==> config.mk <==
export PLATFORM = sky130hd
export DESIGN_NAME = dram_rd_arb
export DESIGN_NICKNAME = d
export VERILOG_FILES = /design/src/rtl/dram_rd_arb.sv
export SDC_FILE = /design/constraint.sdc
export NUM_CORES = 1
export LEC_CHECK = 0
export CAP_MARGIN = 10
export CELL_PAD_IN_SITES_DETAIL_PLACEMENT = 1
export CELL_PAD_IN_SITES_GLOBAL_PLACEMENT = 1
export CORE_UTILIZATION = 24
export CTS_CLUSTER_SIZE = 16
export DETAILED_ROUTE_END_ITERATION = 8
export GPL_ROUTABILITY_DRIVEN = 0
export HOLD_SLACK_MARGIN = 0.12
export PLACE_DENSITY_LB_ADDON = 0.2
export REMOVE_ABC_BUFFERS = 1
export SLEW_MARGIN = 20
export SYNTH_ARGS = -nofsm -noshare
export SYNTH_HDL_FRONTEND = slang
export SYNTH_SLANG_ARGS = --single-unit
==> constraint.sdc <==
create_clock -name clk -period 5.1 [get_ports clk]
set_input_delay 1.275 -clock clk [delete_from_list [all_inputs] [get_ports clk]]
set_output_delay 1.275 -clock clk [all_outputs]
set_load 0.01 [all_outputs]
==> src/rtl/dram_rd_arb.sv <==
// Two-requester AXI read-channel arbiter for the dram read port.
// Requesters are granted round-robin and only one burst is in flight at a time.
// The grant is held from AR acceptance until the last R beat completes.
// The number of R beats is compared with the registered arlen, and any mismatch sets a sticky error.
// Handshake rule on every channel: a transfer happens on a rising clk edge where valid and ready are both high.
// Once valid is raised it is held, with its payload stable, until that transfer happens.
module dram_rd_arb #(
   parameter int DATA_WIDTH = 32,
   parameter int ADDR_WIDTH = 16,
   parameter int ID_WIDTH   = 8
) (
   input  logic                  clk,
   input  logic                  rst,
   input  logic [ID_WIDTH-1:0]   s0_axi_arid,
   input  logic [ADDR_WIDTH-1:0] s0_axi_araddr,
   input  logic [7:0]            s0_axi_arlen,
   input  logic [2:0]            s0_axi_arsize,
   input  logic [1:0]            s0_axi_arburst,
   input  logic                  s0_axi_arvalid,
   output logic                  s0_axi_arready,
   output logic [ID_WIDTH-1:0]   s0_axi_rid,
   output logic [DATA_WIDTH-1:0] s0_axi_rdata,
   output logic [1:0]            s0_axi_rresp,
   output logic                  s0_axi_rlast,
   output logic                  s0_axi_rvalid,
   input  logic                  s0_axi_rready,
   input  logic [ID_WIDTH-1:0]   s1_axi_arid,
   input  logic [ADDR_WIDTH-1:0] s1_axi_araddr,
   input  logic [7:0]            s1_axi_arlen,
   input  logic [2:0]            s1_axi_arsize,
   input  logic [1:0]            s1_axi_arburst,
   input  logic                  s1_axi_arvalid,
   output logic                  s1_axi_arready,
   output logic [ID_WIDTH-1:0]   s1_axi_rid,
   output logic [DATA_WIDTH-1:0] s1_axi_rdata,
   output logic [1:0]            s1_axi_rresp,
   output logic                  s1_axi_rlast,
   output logic                  s1_axi_rvalid,
   input  logic                  s1_axi_rready,
   output logic [ID_WIDTH-1:0]   m_axi_arid,
   output logic [ADDR_WIDTH-1:0] m_axi_araddr,
   output logic [7:0]            m_axi_arlen,
   output logic [2:0]            m_axi_arsize,
   output logic [1:0]            m_axi_arburst,
   output logic                  m_axi_arvalid,
   input  logic                  m_axi_arready,
   input  logic [ID_WIDTH-1:0]   m_axi_rid,
   input  logic [DATA_WIDTH-1:0] m_axi_rdata,
   input  logic [1:0]            m_axi_rresp,
   input  logic                  m_axi_rlast,
   input  logic                  m_axi_rvalid,
   output logic                  m_axi_rready,
   output logic                  busy,
   output logic                  gnt,
   output logic                  beat_err
);

   typedef enum logic [1:0] {IDLE, ADDR, DATA} state_t;

   state_t                state, state_nxt;
   logic                  last_win;
   logic                  gnt_r;
   logic                  beat_err_r;
   logic [8:0]            beat_cnt;
   logic [ID_WIDTH-1:0]   ar_id;
   logic [ADDR_WIDTH-1:0] ar_addr;
   logic [7:0]            ar_len;
   logic [2:0]            ar_size;
   logic [1:0]            ar_burst;

   logic req_any, sel, ar_take, in_data, r_hs, len_hit, fwd0, fwd1;

   // Grant choice: when both requesters ask, the one that did not win last time is chosen.
   assign req_any = s0_axi_arvalid | s1_axi_arvalid;
   assign sel     = (s0_axi_arvalid & s1_axi_arvalid) ? ~last_win : s1_axi_arvalid;
   assign ar_take = (state == IDLE) & req_any & ~rst;
   assign s0_axi_arready = ar_take & ~sel;
   assign s1_axi_arready = ar_take & sel;

   assign in_data = (state == DATA);
   assign fwd0    = in_data & ~gnt_r;
   assign fwd1    = in_data & gnt_r;
   assign r_hs    = in_data & m_axi_rvalid & m_axi_rready;
   assign len_hit = (beat_cnt == {1'b0, ar_len});

   // The AR channel to the dram always shows the register; it is qualified by the ADDR state.
   assign m_axi_arvalid = (state == ADDR);
   assign m_axi_arid    = ar_id;
   assign m_axi_araddr  = ar_addr;
   assign m_axi_arlen   = ar_len;
   assign m_axi_arsize  = ar_size;
   assign m_axi_arburst = ar_burst;

   // R pass-through goes to the granted requester only; the other requester sees zeros.
   assign m_axi_rready  = in_data & (gnt_r ? s1_axi_rready : s0_axi_rready);
   assign s0_axi_rvalid = fwd0 & m_axi_rvalid;
   assign s0_axi_rid    = fwd0 ? m_axi_rid   : '0;
   assign s0_axi_rdata  = fwd0 ? m_axi_rdata : '0;
   assign s0_axi_rresp  = fwd0 ? m_axi_rresp : '0;
   assign s0_axi_rlast  = fwd0 & m_axi_rlast;
   assign s1_axi_rvalid = fwd1 & m_axi_rvalid;
   assign s1_axi_rid    = fwd1 ? m_axi_rid   : '0;
   assign s1_axi_rdata  = fwd1 ? m_axi_rdata : '0;
   assign s1_axi_rresp  = fwd1 ? m_axi_rresp : '0;
   assign s1_axi_rlast  = fwd1 & m_axi_rlast;

   assign busy     = (state != IDLE);
   assign gnt      = gnt_r;
   assign beat_err = beat_err_r;

   // Next-state logic: IDLE -> ADDR on AR acceptance, ADDR -> DATA on the dram AR handshake, DATA -> IDLE on the last beat.
   always_comb begin
      state_nxt = state;
      case (state)
         IDLE:    if (ar_take) state_nxt = ADDR;
         ADDR:    if (m_axi_arready) state_nxt = DATA;
         DATA:    if (r_hs && m_axi_rlast) state_nxt = IDLE;
         default: state_nxt = IDLE;
      endcase
   end

   // State register; reset abandons any burst in flight.
   always_ff @(posedge clk or posedge rst) begin
      if (rst) state <= IDLE;
      else     state <= state_nxt;
   end

   // On AR acceptance, capture the winner's request and grant, and restart the beat count.
   always_ff @(posedge clk or posedge rst) begin
      if (rst) begin
         last_win <= 1'b1;
         gnt_r    <= 1'b0;
         ar_id    <= '0;
         ar_addr  <= '0;
         ar_len   <= '0;
         ar_size  <= '0;
         ar_burst <= '0;
      end else if (ar_take) begin
         last_win <= sel;
         gnt_r    <= sel;
         ar_id    <= sel ? s1_axi_arid    : s0_axi_arid;
         ar_addr  <= sel ? s1_axi_araddr  : s0_axi_araddr;
         ar_len   <= sel ? s1_axi_arlen   : s0_axi_arlen;
         ar_size  <= sel ? s1_axi_arsize  : s0_axi_arsize;
         ar_burst <= sel ? s1_axi_arburst : s0_axi_arburst;
      end
   end

   // Count R beats; flag an early rlast, or a missing rlast once the count reaches arlen.
   always_ff @(posedge clk or posedge rst) begin
      if (rst) begin
         beat_cnt   <= '0;
         beat_err_r <= 1'b0;
      end else if (ar_take) begin
         beat_cnt <= '0;
      end else if (r_hs) begin
         beat_cnt <= beat_cnt + 9'd1;
         if ((m_axi_rlast && !len_hit) || (!m_axi_rlast && len_hit))
            beat_err_r <= 1'b1;
      end
   end

endmodule

# Yosys cells after proc, flatten, opt, wreduce, memory -nomap -nowiden
# Index checks and enable logic that the tools add are counted.
# Widths: inputs -> output; s select.
[classes]
add_sub_neg = 1
eq_ne = 6
n_mux = 19
reduce_logical = 11
bitwise = 20
[op_table]
columns = ["cell", "count"]
rows = [
  ["$mux 32", 2],
  ["$mux 8", 4],
  ["$mux 9", 2],
  ["$mux 16", 1],
  ["$and 1x1->1", 14],
  ["$mux 2", 6],
  ["$add 9x1->9 const B", 1],
  ["$eq 9x8->1", 1],
  ["$pmux 2 s3", 1],
  ["$reduce_and 3->1", 2],
  ["$not 1->1", 5],
  ["$ne 2x1->1 const B", 2],
  ["$reduce_bool 2->1", 2],
  ["$logic_and 1x1->1", 3],
  ["$mux 3", 1],
  ["$eq 2x1->1 const B", 1],
  ["$eq 2x2->1 const B", 1],
  ["$logic_not 1->1", 2],
  ["$logic_not 2->1", 1],
  ["$mux 1", 2],
  ["$ne 2x2->1 const B", 1],
  ["$logic_or 1x1->1", 1],
  ["$or 1x1->1", 1],
]
[word_totals]
register_bits = 51
in_bits = 125
out_inout_bits = 132
elab_cells = 67

# Logic depth before layout (Yosys ltp)
# Gate-level depths: netlist (run 1).
[logic_depth]
word_depth = 6
depth_mapped = 6
depth_no_buf = 4

# Worst setup path before layout (run 1)
# Ideal clock, no wire load.
[synth_path]
path_kind = "input port to output port"
from = "input rst"
to = "output s1_axi_arready"
path_buffers = 2
path_slack_ns = 1.896
t_required_ns = 3.825
arrival_ns = 1.929
path_stages = 4
path_cell_list = "nor3_2 > and3_1 > clkbuf_1 > buf_2"
[synth_between]
elab_chain_len = 3
[synth_lines]
columns = ["item", "line_no", "text"]
rows = [
  ["start: declaration", "13", "input logic rst,"],
  ["$not 1->1", "76", "assign ar_take = (state == IDLE) & req_any & ~rst;"],
  ["$and 1x1->1", "76", ""],
  ["$and 1x1->1", "78", "assign s1_axi_arready = ar_take & sel;"],
  ["end: declaration", "33", "output logic s1_axi_arready,"],
]
# No other way between the ends.

# Final worst setup path (run 1)
[layout_path]
from = "input rst"
to = "output s0_axi_arready"
[layout_between]
elab_chain_len = 3
[layout_lines]
columns = ["item", "line_no", "text"]
rows = [
  ["$not 1->1", "76", ""],
  ["$and 1x1->1", "76", ""],
  ["$and 1x1->1", "77", "assign s0_axi_arready = ar_take & ~sel;"],
  ["end: declaration", "20", "output logic s0_axi_arready,"],
]
# No other way between the ends.

==> qor.yml, run 1 <==
sta:
  relSlewSlack: 0.6053
  fin_skew_ps: 8.372
  rsz0062_at_grt: "no"
  setup-tns-final_ps: 0
  finalSetupViolations: 0
  min_period_over_period: 0.8166
  hold_viol: 0
  slew_violations: 0
  maxClockFrequency_mhz: 240.1
  worst_pin_slew_ps: 591.2
  setup_slack_ps: 935.3
  period_needed_ps: 4165
grt:
  grt_max_degree: 45
  grtUsageTotal: 0.1964
  grt_pass1_vias: 3538
  antenna_found_initial: 0
  grt_pass1_wl_um: 19650
  grt-ovfl-total: 0
worst_hold_path:
  hold_path.class: "reg -> reg"
  hold_depth: 1
  min_to: "last_win$_DFFE_PP1N_"
  worstHoldStart: "last_win$_DFFE_PP1N_"
cells_and_area:
  instances_no_fill: 726
  antenna_cells: 0
  drive_gt1_frac: 0.04839
  nNetsFinal: 684
  fin_util: 0.4868
  syn_to_final_growth_pct: 94.97
placement:
  dp_slack_ps: 917.7
  dpl.cell_count: 719
  io_buffers: 256
  dp_hpwl_um: 10320
critical_path:
  crit_chain: "clkdlybuf4s50_1 -> nor3_2 -> o21ai_4 -> a21oi_4 -> clkdlybuf4s50_1"
  cpPeakStageDelay_ps: 610
  critPathKind: "in -> out"
  end_kind: "output port"
  reg2reg_slack_ps: 3250
  worstPathArrival_ps: 2890
  worstReg2RegStart: "state[1]$_DFFE_PP0P_"
  critPathRequiredTime_ps: 3830
  r2r_end: "m_axi_araddr[11]$_DFFE_PP0N_"
  path_max_fanout: 3
  crit_path_top_delay_cell: "clkdlybuf4s50_1"
  cp_common_cell: "clkdlybuf4s50_1"
  start_kind: "input port"
  r2r_cells: 5
detailed_routing:
  drt-total-wl_um: 12970
  wl_per_cell_um: 17.87
  ant_nets: 0
  vias: 3330
  via_per_inst: 4.587
  drtIter0Drc: 74
  drt-pass1-iter-count: 4
  drc_errors: 0
flow_run:
  cap_violations: 0
synth:
  synth_area_sq_um: 3037
  synthCells: 311
  syn_avg_cell_area_sq_um: 9.764
  ys_seq_elements: 51
  yosys_warnings: 0
  ys_seq_area_frac: 0.4207
  synth.distinct_cells: 38
die:
  core_area_sq_um: 12160
  io_pins: 257
  die_h_um: 114.5
  die_width_um: 114.5
  fp-row-count: 40
  die-area_sq_um: 13110
  initial_core_util: 0.2497
cts:
  cts_buffer_depth: 2
  insertion_delay_ps: 290
  cts.sinks: 51
  cts_resized: 0
  post_cts.repair.setup_buffers: 0
  cts_tree: "done"
  clock-root-buffer: "clkbuf_16"
  holdBufCountCts: 0
  numCtsBuffers: 5
  cts.htree.levels: 2
  clk_pin_slew_ps: 60
power_and_ir_drop:
  p_leak_nw: 2.623
  p_total_w: 0.002502
  power.density_nw_per_um2: 422.6
  vdd_drop_max_v: 0.0001910
outcome:
  status: "completed"
## through the flow
step	hold WS, ps	cell area, sq um
2_1_floorplan	493.6	2932
3_3_place_gp	498.9	5773
3_5_place_dp	509.0	5773
4_1_cts	523.6	5921
5_1_grt	531.3	5921
6_report	520.5	5921
## worst max path at each step
stage,startpoint,endpoint,slack [ps],cells after the start
after floorplan,rst,s0_axi_arready,450,3
after global placement,rst,s1_axi_arready,910,4
after detailed placement,rst,s0_axi_arready,920,5
after CTS,rst,s1_axi_arready,900,4
after global routing,rst,s1_axi_arready,830,4
final,rst,s0_axi_arready,940,5
## flip-flops by register name, summed over array words and instances, names as in the netlist
name,cells
beat_cnt,9
beat_err,1
gnt,1
last_win,1
m_axi_araddr,16
m_axi_arburst,2
m_axi_arid,8
m_axi_arlen,8
m_axi_arsize,3
state,2
## cells in the final DEF, fill, tap and decap left out, types with 2 or more instances in the layout
cell type / instances
and2_1: 86
inv_1: 3
nor2_1: 9
xnor2_1: 4
clkdlybuf4s50_1: 256
o21ai_0: 4
clkbuf_16: 5
or3_1: 3
a21o_1: 39
or2_2: 2
xor2_1: 8
nand2b_1: 2
nand2_1: 5
nor2_2: 2
a22o_1: 38
nand3_1: 4
a21oi_1: 4
nor4_1: 3
mux2i_1: 2
buf_4: 6
dfrtp_1: 50
nor3_1: 3
## power by group
part / switching [W] / total [W] / leakage (nW) / internal (W)
combinational: 0.000590 / 0.00145 / 1.91 / 0.000859
clock: 0.000154 / 0.000349 / 0.0733 / 0.000195
sequential: 0.000130 / 0.000703 / 0.637 / 0.000574
total: 0.000874 / 0.00250 / 2.62 / 0.00163
## area by class of cell
type | count | area, sq um
inverters | 4 | 15.01
multi-input cells | 234 | 1663
clock inverters | 1 | 8.758
repair buffers | 262 | 2608
clock buffers | 6 | 138.9
fillers | 1373 | 6241
well taps | 168 | 210.2
flip-flops and latches | 51 | 1277
## per-layer routing
layer	vias to the layer above	track usage	share of wire
met5	-	0	0
met4	0	0.04935	0.015
met3	13	0.07623	0.11
met2	168	0.3782	0.52
met1	1580	0.1953	0.36
li1	1569	-	-
## cells in the mapped netlist
cell type,number,area (sq um)
a22o_1,38,332.8
dfstp_2,1,26.28
mux2_4,1,15.01
nand4_4,1,21.27
buf_4,3,22.52
or3_1,3,18.77
and2_1,86,538.0
xnor2_1,4,35.03
and3_1,1,6.260
o21bai_1,1,7.510
and4_1,1,8.760
mux2i_1,2,20.02
xor2_1,8,70.07
nor2_1,11,41.29
nor3_2,1,10.01
dfrtp_1,50,1251
a21o_2,1,8.760
clkbuf_1,10,37.54
o21ai_2,1,8.760
nand3_1,4,20.02
nand2b_1,2,12.51
nand2_1,5,18.77
a21o_1,39,292.8
inv_1,4,15.01
o21ai_0,4,20.02
ha_1,1,12.51
nor4_1,3,18.77
buf_2,8,40.04
nor3_1,3,15.01
or2_2,2,12.51
nand4_1,1,6.260
and3_2,1,7.510
nand3b_1,1,7.510
a21oi_1,5,25.02
o21a_1,1,7.510
and3b_1,1,8.760
clkbuf_2,1,5.000
mux2_2,1,11.26
## critical path, delay by kind of cell
kind | cells | cell delay, ps
buffers and inverters | 2 | 1060
AND/OR/NAND/NOR | 1 | 280
AO/OA/AOI/OAI | 2 | 270
## kinds of logic after synthesis
| kind of cell | count (synthesis) | synth area share |
|---|---|---|
| xor+xnor | 12 | 0.03461 |
| buf+inv | 26 | 0.03955 |
| mux | 4 | 0.01524 |
| compound gates | 90 | 0.2316 |
| fa+ha+maj | 1 | 0.004120 |
| simple gates | 127 | 0.2542 |
| flops | 51 | 0.4207 |
Power figures use the tool's default switching activity.
==> run 2, diff against run 1 <==
--- a/config.mk
+++ b/config.mk
@@ -8,7 +8,7 @@
 export CAP_MARGIN = 10
 export CELL_PAD_IN_SITES_DETAIL_PLACEMENT = 1
 export CELL_PAD_IN_SITES_GLOBAL_PLACEMENT = 1
-export CORE_UTILIZATION = 24
+export CORE_UTILIZATION = 22
 export CTS_CLUSTER_SIZE = 16
 export DETAILED_ROUTE_END_ITERATION = 8
 export GPL_ROUTABILITY_DRIVEN = 0
==> constraint.sdc (replaced) <==
create_clock -name clk -period 4.17 [get_ports clk]
set_input_delay 1.0425 -clock clk [delete_from_list [all_inputs] [get_ports clk]]
set_output_delay 1.0425 -clock clk [all_outputs]
set_load 0.01 [all_outputs]
==> qor.yml, run 2 (synthesis results as in run 1) <==
outcome:
  status: "completed"  # unchanged
cts:
  post_cts.repair.setup_buffers: 0  # unchanged
  cts_buffer_depth: 2  # unchanged
  numCtsBuffers: 5  # unchanged
  cts_tree: "done"  # unchanged
  cts.sinks: 51  # unchanged
  clock-root-buffer: "clkbuf_16"  # unchanged
  cts.htree.levels: 2  # unchanged
  holdBufCountCts: 0  # unchanged
  clk_pin_slew_ps: 60  # about the same
  insertion_delay_ps: 290  # about the same
  cts_resized: 0  # unchanged
detailed_routing:
  drtIter0Drc: 60  # was 74
  drt-pass1-iter-count: 4  # unchanged
  wl_per_cell_um: 17.69  # was 17.87 um
  vias: 3310  # was 3,330
  drc_errors: 0  # unchanged
  ant_nets: 0  # unchanged
  drt-total-wl_um: 13020  # was 12,970 um
  via_per_inst: 4.497  # was 4.587
die:
  initial_core_util: 0.2275  # was 0.2497
  core_area_sq_um: 13350  # was 12,160 sq um
  fp-row-count: 42  # was 40
  die_h_um: 119.5  # was 114.5 um
  die_width_um: 119.5  # was 114.5 um
  io_pins: 257  # unchanged
  die-area_sq_um: 14280  # was 13,110 sq um
grt:
  grtUsageTotal: 0.1804  # was 0.1964
  grt_max_degree: 45  # unchanged
  grt_pass1_wl_um: 19710  # was 19,650 um
  grt_pass1_vias: 3435  # was 3,538
  antenna_found_initial: 0  # unchanged
  grt-ovfl-total: 0  # unchanged
sta:
  slew_violations: 0  # unchanged
  hold_viol: 0  # unchanged
  rsz0062_at_grt: "no"  # unchanged
  whs_ps: 507.1  # was 520.5 ps
  finalSetupViolations: 0  # unchanged
  setup-tns-final_ps: 0  # unchanged
  fin_skew_ps: 7.414  # was 8.372 ps
  maxClockFrequency_mhz: 268.7
  relSlewSlack: 0.5304  # was 0.6053
  worst_pin_slew_ps: 703.4  # was 591.2 ps
  min_period_over_period: 0.8925
  period_needed_ps: 3722
critical_path:
  reg2reg_slack_ps: 2280  # was 3250 ps
  critPathKind: "in -> out"  # unchanged
  start_kind: "input port"  # unchanged
  cp_common_cell: "clkdlybuf4s50_1"  # unchanged
  crit_path_top_delay_cell: "clkdlybuf4s50_1"  # unchanged
  worstPathArrival_ps: 2680  # was 2890 ps
  end_kind: "output port"  # unchanged
  path_max_fanout: 3  # unchanged
  critPathRequiredTime_ps: 3130  # was 3830 ps
  crit_buf_inv: 2  # unchanged
  crit_chain: "clkdlybuf4s50_1 -> nor3_2 -> o21ai_4 -> a21oi_4 -> clkdlybuf4s50_1"  # unchanged
  path_delay_family: "buffers and inverters"  # unchanged
  cpPeakStageDelay_ps: 630  # was 610 ps
cells_and_area:
  fillers: 1515  # was 1,373
  largest_reg_flops: 16  # unchanged
  drive_gt1_frac: 0.05000  # was 0.04839
  syn_to_final_growth_pct: 95.67  # was 94.97%
  nNetsFinal: 685  # was 684
  fin_util: 0.4452  # was 0.4868
  antenna_cells: 0  # unchanged
  layout_commonest_cell: "clkdlybuf4s50_1"  # unchanged
  final_cell_mix: "clkdlybuf4s50_1, and2_1, dfrtp_1"  # unchanged
power_and_ir_drop:
  power.density_nw_per_um2: 515.9  # was 422.6 nW/um^2
  vdd_drop_max_v: 0.0002463  # was 0.0001910 V
  p_leak_nw: 2.628  # was 2.623 nW
placement:
  io_buffers: 256  # unchanged
  dp_hpwl_um: 10340  # was 10,320 um
worst_hold_path:
  hold_path.class: "reg -> reg"  # unchanged
flow_run:
  cap_violations: 0  # unchanged
[run 2: cell types whose count changed in the layout (fill, tap and decap cells not counted), sizes merged]
| cell | change |
|---|---|
| buf | +1 |
| inv | -1 |
| clkinv | +1 |
| clkbuf | +1 |
[run 2: metal layers]
layer	wire length [um]	part of all wire	vias to the layer above	GRT usage
met3	1276	0.098	8	0.06418
met2	6697	0.51	169	0.3410
li1	-	-	1575	-
met4	122	0.0094	0	0.04219
met5	0	0	-	0
met1	4924	0.38	1558	0.1875
[run 2: report_power, final]
part | switching, W | internal (W) | total (W)
clock | 0.000186 | 0.000241 | 0.000426
combinational | 0.000723 | 0.00105 | 0.00177
sequential | 0.000163 | 0.000702 | 0.000865
[run 2: final cells by class]
class | instances | area [sq um] | share of cell area
multi-input combinational | 234 | 1663 | 0.2798
clock buffer | 7 | 142.6 | 0.02401
sequential | 51 | 1277 | 0.2150
clock inverter | 1 | 8.758 | 0.001474
timing repair buffer | 263 | 2615 | 0.4401
inverter | 4 | 15.01 | 0.002527
tap | 176 | 220.2 | 0.03706
[run 2: per-stage QoR]
step / worst slack [ps] / area [sq um] / cells / power [W]
floorplan: -16.65 / 2932 / 289 / 0.001632
global placement: 447.9 / 5791 / 728 / 0.002629
detailed placement: 442.3 / 5791 / 728 / 0.002671
CTS: 430.5 / 5942 / 736 / 0.003120
global route: 357.1 / 5942 / 736 / 0.003261
finish: 448.2 / 5942 / 736 / 0.003066
[run 2: worst register-to-register path, delay by kind of cell, from the launching register on]
kind / cells / cell delay, ps
AOI/OAI and AO/OA: 2 / 350
buffers and inverters: 1 / 430
DFF: 1 / 450
and+or+nand+nor: 2 / 610
[run 2: final timing paths]
| check | cells past startpoint | startpoint | to |
|---|---|---|---|
| max in group asynchronous | 3 | rst | m_axi_arid[4]$_DFFE_PP0N_ |
| worst max register to register | 5 | state[1]$_DFFE_PP0P_ | m_axi_arsize[1]$_DFFE_PP0N_ |
| min in group asynchronous | 2 | rst | state[0]$_DFFE_PP0P_ |
| worst min-delay path | 1 | last_win$_DFFE_PP1N_ | last_win$_DFFE_PP1N_ |
| worst min register to register | 1 | last_win$_DFFE_PP1N_ | last_win$_DFFE_PP1N_ |
| worst max-delay path | 5 | rst | s0_axi_arready |
==> run 3, diff against run 2 <==
--- a/config.mk
+++ b/config.mk
@@ -8,6 +8,7 @@
 export CAP_MARGIN = 10
 export CELL_PAD_IN_SITES_DETAIL_PLACEMENT = 1
 export CELL_PAD_IN_SITES_GLOBAL_PLACEMENT = 1
+export CORE_MARGIN = 2
 export CORE_UTILIZATION = 22
 export CTS_CLUSTER_SIZE = 16
 export DETAILED_ROUTE_END_ITERATION = 8
==> qor.yml, run 3 (synthesis results as in run 1) <==
outcome:
  status: "completed"  # unchanged
critical_path:
  start_kind: "input port"  # unchanged
  cp_common_cell: "clkdlybuf4s50_1"  # unchanged
  path_delay_family: "buffers and inverters"  # unchanged
  crit_path_top_delay_cell: "clkdlybuf4s50_1"  # unchanged
  path_max_fanout: 3  # unchanged
  crit_chain: "clkdlybuf4s50_1 -> nor3_2 -> and3_1 -> clkdlybuf4s50_1"  # was clkdlybuf4s50_1 -> nor3_2 -> o21ai_4 -> a21oi_4 -> clkdlybuf4s50_1
  critPathRequiredTime_ps: 3130  # about the same
  worstPathArrival_ps: 2650  # was 2680 ps
  end_kind: "output port"  # unchanged
  crit_buf_inv: 2  # unchanged
  cpPeakStageDelay_ps: 610  # was 630 ps
  critPathKind: "in -> out"  # unchanged
sta:
  fin_skew_ps: 11.53  # was 7.414 ps
  hold_viol: 0  # unchanged
  whs_ps: 510.2  # was 507.1 ps
  setup_slack_ps: 477.3  # was 448.2 ps
  worst_pin_slew_ps: 684.1  # was 703.4 ps
  relSlewSlack: 0.5435  # was 0.5304
  rsz0062_at_grt: "no"  # unchanged
  period_needed_ps: 3693  # was 3722 ps
  maxClockFrequency_mhz: 270.8  # was 268.7 MHz
  finalSetupViolations: 0  # unchanged
  slew_violations: 0  # unchanged
  setup-tns-final_ps: 0  # unchanged
  min_period_over_period: 0.8855  # was 0.8925
power_and_ir_drop:
  vdd_drop_max_v: 0.0002585  # was 0.0002463 V
  power.density_nw_per_um2: 523.2  # was 515.9 nW/um^2
  p_total_w: 0.003122  # was 0.003066 W
  p_leak_nw: 2.642  # was 2.628 nW
cells_and_area:
  final_cell_mix: "clkdlybuf4s50_1, and2_1, dfrtp_1"  # unchanged
  largest_reg_flops: 16  # unchanged
  nNetsFinal: 685  # unchanged
  layout_commonest_cell: "clkdlybuf4s50_1"  # unchanged
  drive_gt1_frac: 0.05179  # was 0.05000
  antenna_cells: 0  # unchanged
  instances_no_fill: 736  # unchanged
  syn_to_final_growth_pct: 96.54  # was 95.67%
detailed_routing:
  drtIter0Drc: 73  # was 60
  ant_nets: 0  # unchanged
  via_per_inst: 4.514  # was 4.497
  drt-total-wl_um: 13150  # was 13,020 um
  wl_per_cell_um: 17.86  # was 17.69 um
  drt-pass1-iter-count: 4  # unchanged
  vias: 3322  # was 3,310
  drc_errors: 0  # unchanged
cts:
  cts.sinks: 51  # unchanged
  post_cts.repair.setup_buffers: 0  # unchanged
  holdBufCountCts: 0  # unchanged
  cts_resized: 0  # unchanged
  cts_tree: "done"  # unchanged
  insertion_delay_ps: 300  # was 290 ps
  clk_pin_slew_ps: 60  # about the same
  numCtsBuffers: 5  # unchanged
  cts_buffer_depth: 2  # unchanged
  cts.htree.levels: 2  # unchanged
  clock-root-buffer: "clkbuf_16"  # unchanged
grt:
  grt_pass1_wl_um: 20220  # was 19,710 um
  grt_max_degree: 45  # unchanged
  antenna_found_initial: 0  # unchanged
  grtUsageTotal: 0.1757  # was 0.1804
  grt-ovfl-total: 0  # unchanged
  grt_pass1_vias: 3580  # was 3,435
worst_hold_path:
  hold_path.class: "reg -> reg"  # unchanged
placement:
  dp_hpwl_um: 10450  # was 10,340 um
  io_buffers: 256  # unchanged
  dpl.cell_count: 728  # unchanged
  dp_slack_ps: 443.8  # was 442.3 ps
die:
  die-area_sq_um: 14760  # was 14,280 sq um
  fp-row-count: 42  # unchanged
  initial_core_util: 0.2275  # unchanged
  io_pins: 257  # unchanged
  die_h_um: 121.5  # was 119.5 um
  core_area_sq_um: 13350  # unchanged
  die_width_um: 121.5  # was 119.5 um
flow_run:
  cap_violations: 0  # unchanged
run 3: changes by cell type in the layout (fill, tap and decap cells not counted), sizes merged:
cell / change
clkinv: -1
inv: +1
clkbuf: -1
bufinv: +1
run 3: stage by stage:
stage | utilization | area (sq um)
5_1_grt | 0.4471 | 5968
3_3_place_gp | 0.4338 | 5791
4_1_cts | 0.4471 | 5968
3_5_place_dp | 0.4338 | 5791
2_1_floorplan | - | 2932
6_report | 0.4471 | 5968
run 3: worst paths after layout:
path	cells past startpoint	to	start	slack, ps
worst min register to register	1	last_win$_DFFE_PP1N_	last_win$_DFFE_PP1N_	510
worst max register to register	5	m_axi_arlen[7]$_DFFE_PP0N_	state[1]$_DFFE_PP0P_	2310
worst min-delay path	1	last_win$_DFFE_PP1N_	last_win$_DFFE_PP1N_	510
min in group asynchronous	2	beat_cnt[8]$_DFFE_PP0P_	rst	1190
worst max-delay path	4	s1_axi_arready	rst	480
max in group asynchronous	3	beat_cnt[0]$_DFFE_PP0P_	rst	2200
run 3: routing by layer:
layer  GRT usage  vias to the layer above  share of wire
met4     0.03879                        0         0.0097
met2      0.3171                      167           0.50
li1            -                     1574              -
met1      0.2001                     1573           0.39
met5           0                        -              0
met3     0.05921                        8          0.099
run 3: report_power, final:
part	internal [W]	switching, W
clock	0.000302	0.000194
sequential	0.000701	0.000155
combinational	0.00105	0.000716
total	0.00206	0.00106
run 3: cell type report:
type                    count  area [sq um]
inverters                   4         15.01
flip-flops and latches     51          1277
fillers                  1517          7380
clock inverters             2         38.79
clock buffers               6         138.9
repair buffers            263          2615
well taps                 176         220.2
multi-input cells         234          1663
==> RTL change (config.mk and constraints of run 2) <==
Make the reset (`rst`) synchronous in 3 clocked blocks.
--- a/src/rtl/dram_rd_arb.sv
+++ b/src/rtl/dram_rd_arb.sv
@@ -120,13 +120,13 @@
    end
 
    // State register; reset abandons any burst in flight.
-   always_ff @(posedge clk or posedge rst) begin
+   always_ff @(posedge clk) begin
       if (rst) state <= IDLE;
       else     state <= state_nxt;
    end
 
    // On AR acceptance, capture the winner's request and grant, and restart the beat count.
-   always_ff @(posedge clk or posedge rst) begin
+   always_ff @(posedge clk) begin
       if (rst) begin
          last_win <= 1'b1;
          gnt_r    <= 1'b0;
@@ -147,7 +147,7 @@
    end
 
    // Count R beats; flag an early rlast, or a missing rlast once the count reaches arlen.
-   always_ff @(posedge clk or posedge rst) begin
+   always_ff @(posedge clk) begin
       if (rst) begin
          beat_cnt   <= '0;
          beat_err_r <= 1'b0;
Behaviour: differs if rst is asserted again (counterexample within 4 cycles, from zero or initial values and one cycle with rst high); with rst held inactive, the same outputs for 10 cycles.
==> RTL change against run 2 <==
Final cell count is 6.1% higher. Area after synthesis is 0.25% lower. Synthesized cell count is 16% higher. Routed wire length is 4.1% lower. Setup slack worse by 0.063 ns. Sequential cell count stayed put. Final area is 0.15% higher. First-iteration DRC count is 33% higher. Critical endpoint unchanged. Global-route usage is 0.53 points lower. Highest routed layer unchanged. Count of clock-buffer cells in the layout is 2 lower. Sequential share of layout area is 4.3 points lower.
Power is not compared: it rests on default switching activity, and its combinational part moved more than twofold at a synthesized area within 25%.
==> RTL change: results <==
[hold_path]
hold_depth = 2
holdPathEnd = m_axi_araddr[1]
min_from = m_axi_araddr[1]

[global_route]
grt_pass1_wl_um = 19500
globalRouteMet2Util_pct = 32.4
grtUsageTotal_pct = 17.5
grt_pass1_vias = 3652
grt_util_met1_pct = 17.4
grt_max_degree = 76
gr-usage-met3_pct = 6.90

[critical_path]
timing.rr.end = m_axi_arsize[1]
arrival_ns = 2.74
startpoint = s0_axi_arvalid
critPathMaxStageDelay_ns = 0.57
reg2reg_from = state[1]
crit_family = buffers and inverters
crit_fanout = 5
ff2ff_setup_slack_ns = 2.36
endpoint = s0_axi_arready

[cts]
cts-root-buf = clkbuf_16
ctsLongestPathBuffers = 2
cts_setup_buffers = 0
cts_buffers = 5

[final_layout]
nNonClkBuffers = 262
finalNetCount = 730
nonClkBufAreaFrac_pct = 43.7
ff_latch_area_sq_um = 1020
fillers = 1581
drive_gt1_share_pct = 4.79
num-multi-input-gates = 280
multi_input_area_sq_um = 1900
largest_register_ff_count = 16
clk_share_pct = 3.30

[placed_design]
dp_hpwl_um = 10200
io_buffers = 256
place_area_sq_um = 5750

[detailed_routing]
via_per_inst = 4.49
wirelength_um = 12500
detail_route.iter0.violations = 80

[synth]
synth_common_cells = and2_1, dfxtp_1, nor2_1, mux2i_1, a211oi_1
ys_top_cells_by_area = dfxtp_1, and2_1, mux2i_1, a211oi_1, nor2_1
synth_ff_type = dfxtp_1
seq_area_frac_synth_pct = 33.7
ys_types = 42
ys_async_sr_fraction_pct = 0

[floorplanning]
die-area_sq_um = 14200

[outcome]
outcome = completed

[timing]
slew_headroom_pct = 51.8
skew_ns = 0.00946

[power_and_ir_drop]
power_density_nw_per_um2 = 272
ir_worst_vdd_mv = 0.177
[RTL change: cell count changes after synthesis, sizes merged, moves of 37 or more]
| cell | run 2 | this run |
|---|---|---|
| a211oi | 0 | 37 |
| a21o | 40 | 1 |
| a22o | 38 | 1 |
| dfrtp | 50 | 0 |
| dfxtp | 0 | 51 |
| nor2 | 11 | 49 |
[RTL change: per-stage QoR]
| stage | setup WS, ns | power, W | hold slack [ns] | std cells |
|---|---|---|---|---|
| 5_1_grt | 0.312 | 0.00171 | 0.529 | 781 |
| 3_5_place_dp | 0.377 | 0.00110 | 0.495 | 773 |
| 3_3_place_gp | 0.424 | 0.00109 | 0.469 | 773 |
| 6_report | 0.385 | 0.00162 | 0.500 | 781 |
| 2_1_floorplan | -1.03 | 0.000780 | 0.439 | 335 |
| 4_1_cts | 0.375 | 0.00165 | 0.504 | 781 |
[RTL change: layer usage]
| metal | share of wire (%) | routed length [um] |
|---|---|---|
| met1 | 36 | 4520 |
| met2 | 51 | 6360 |
| met3 | 10 | 1270 |
| met4 | 2.7 | 342 |
| met5 | 0 | 0 |
[RTL change: cell families after synthesis]
| kind of cell | Yosys count | share of synthesized area (%) |
|---|---|---|
| AOI/OAI and AO/OA | 54 | 12.6 |
| xor gates and xnor gates | 12 | 3.47 |
| adders and majority gates | 1 | 0.413 |
| buffers and inverters | 30 | 4.42 |
| DFF | 51 | 33.7 |
| muxes | 39 | 13.1 |
| and+or+nand+nor | 174 | 32.4 |
[RTL change: where the power goes]
group          switching, W  internal (W)  leakage (nW)
registers         0.0000350      0.000538         0.421
clock network      0.000189      0.000348        0.0959
logic              0.000214      0.000294          1.74
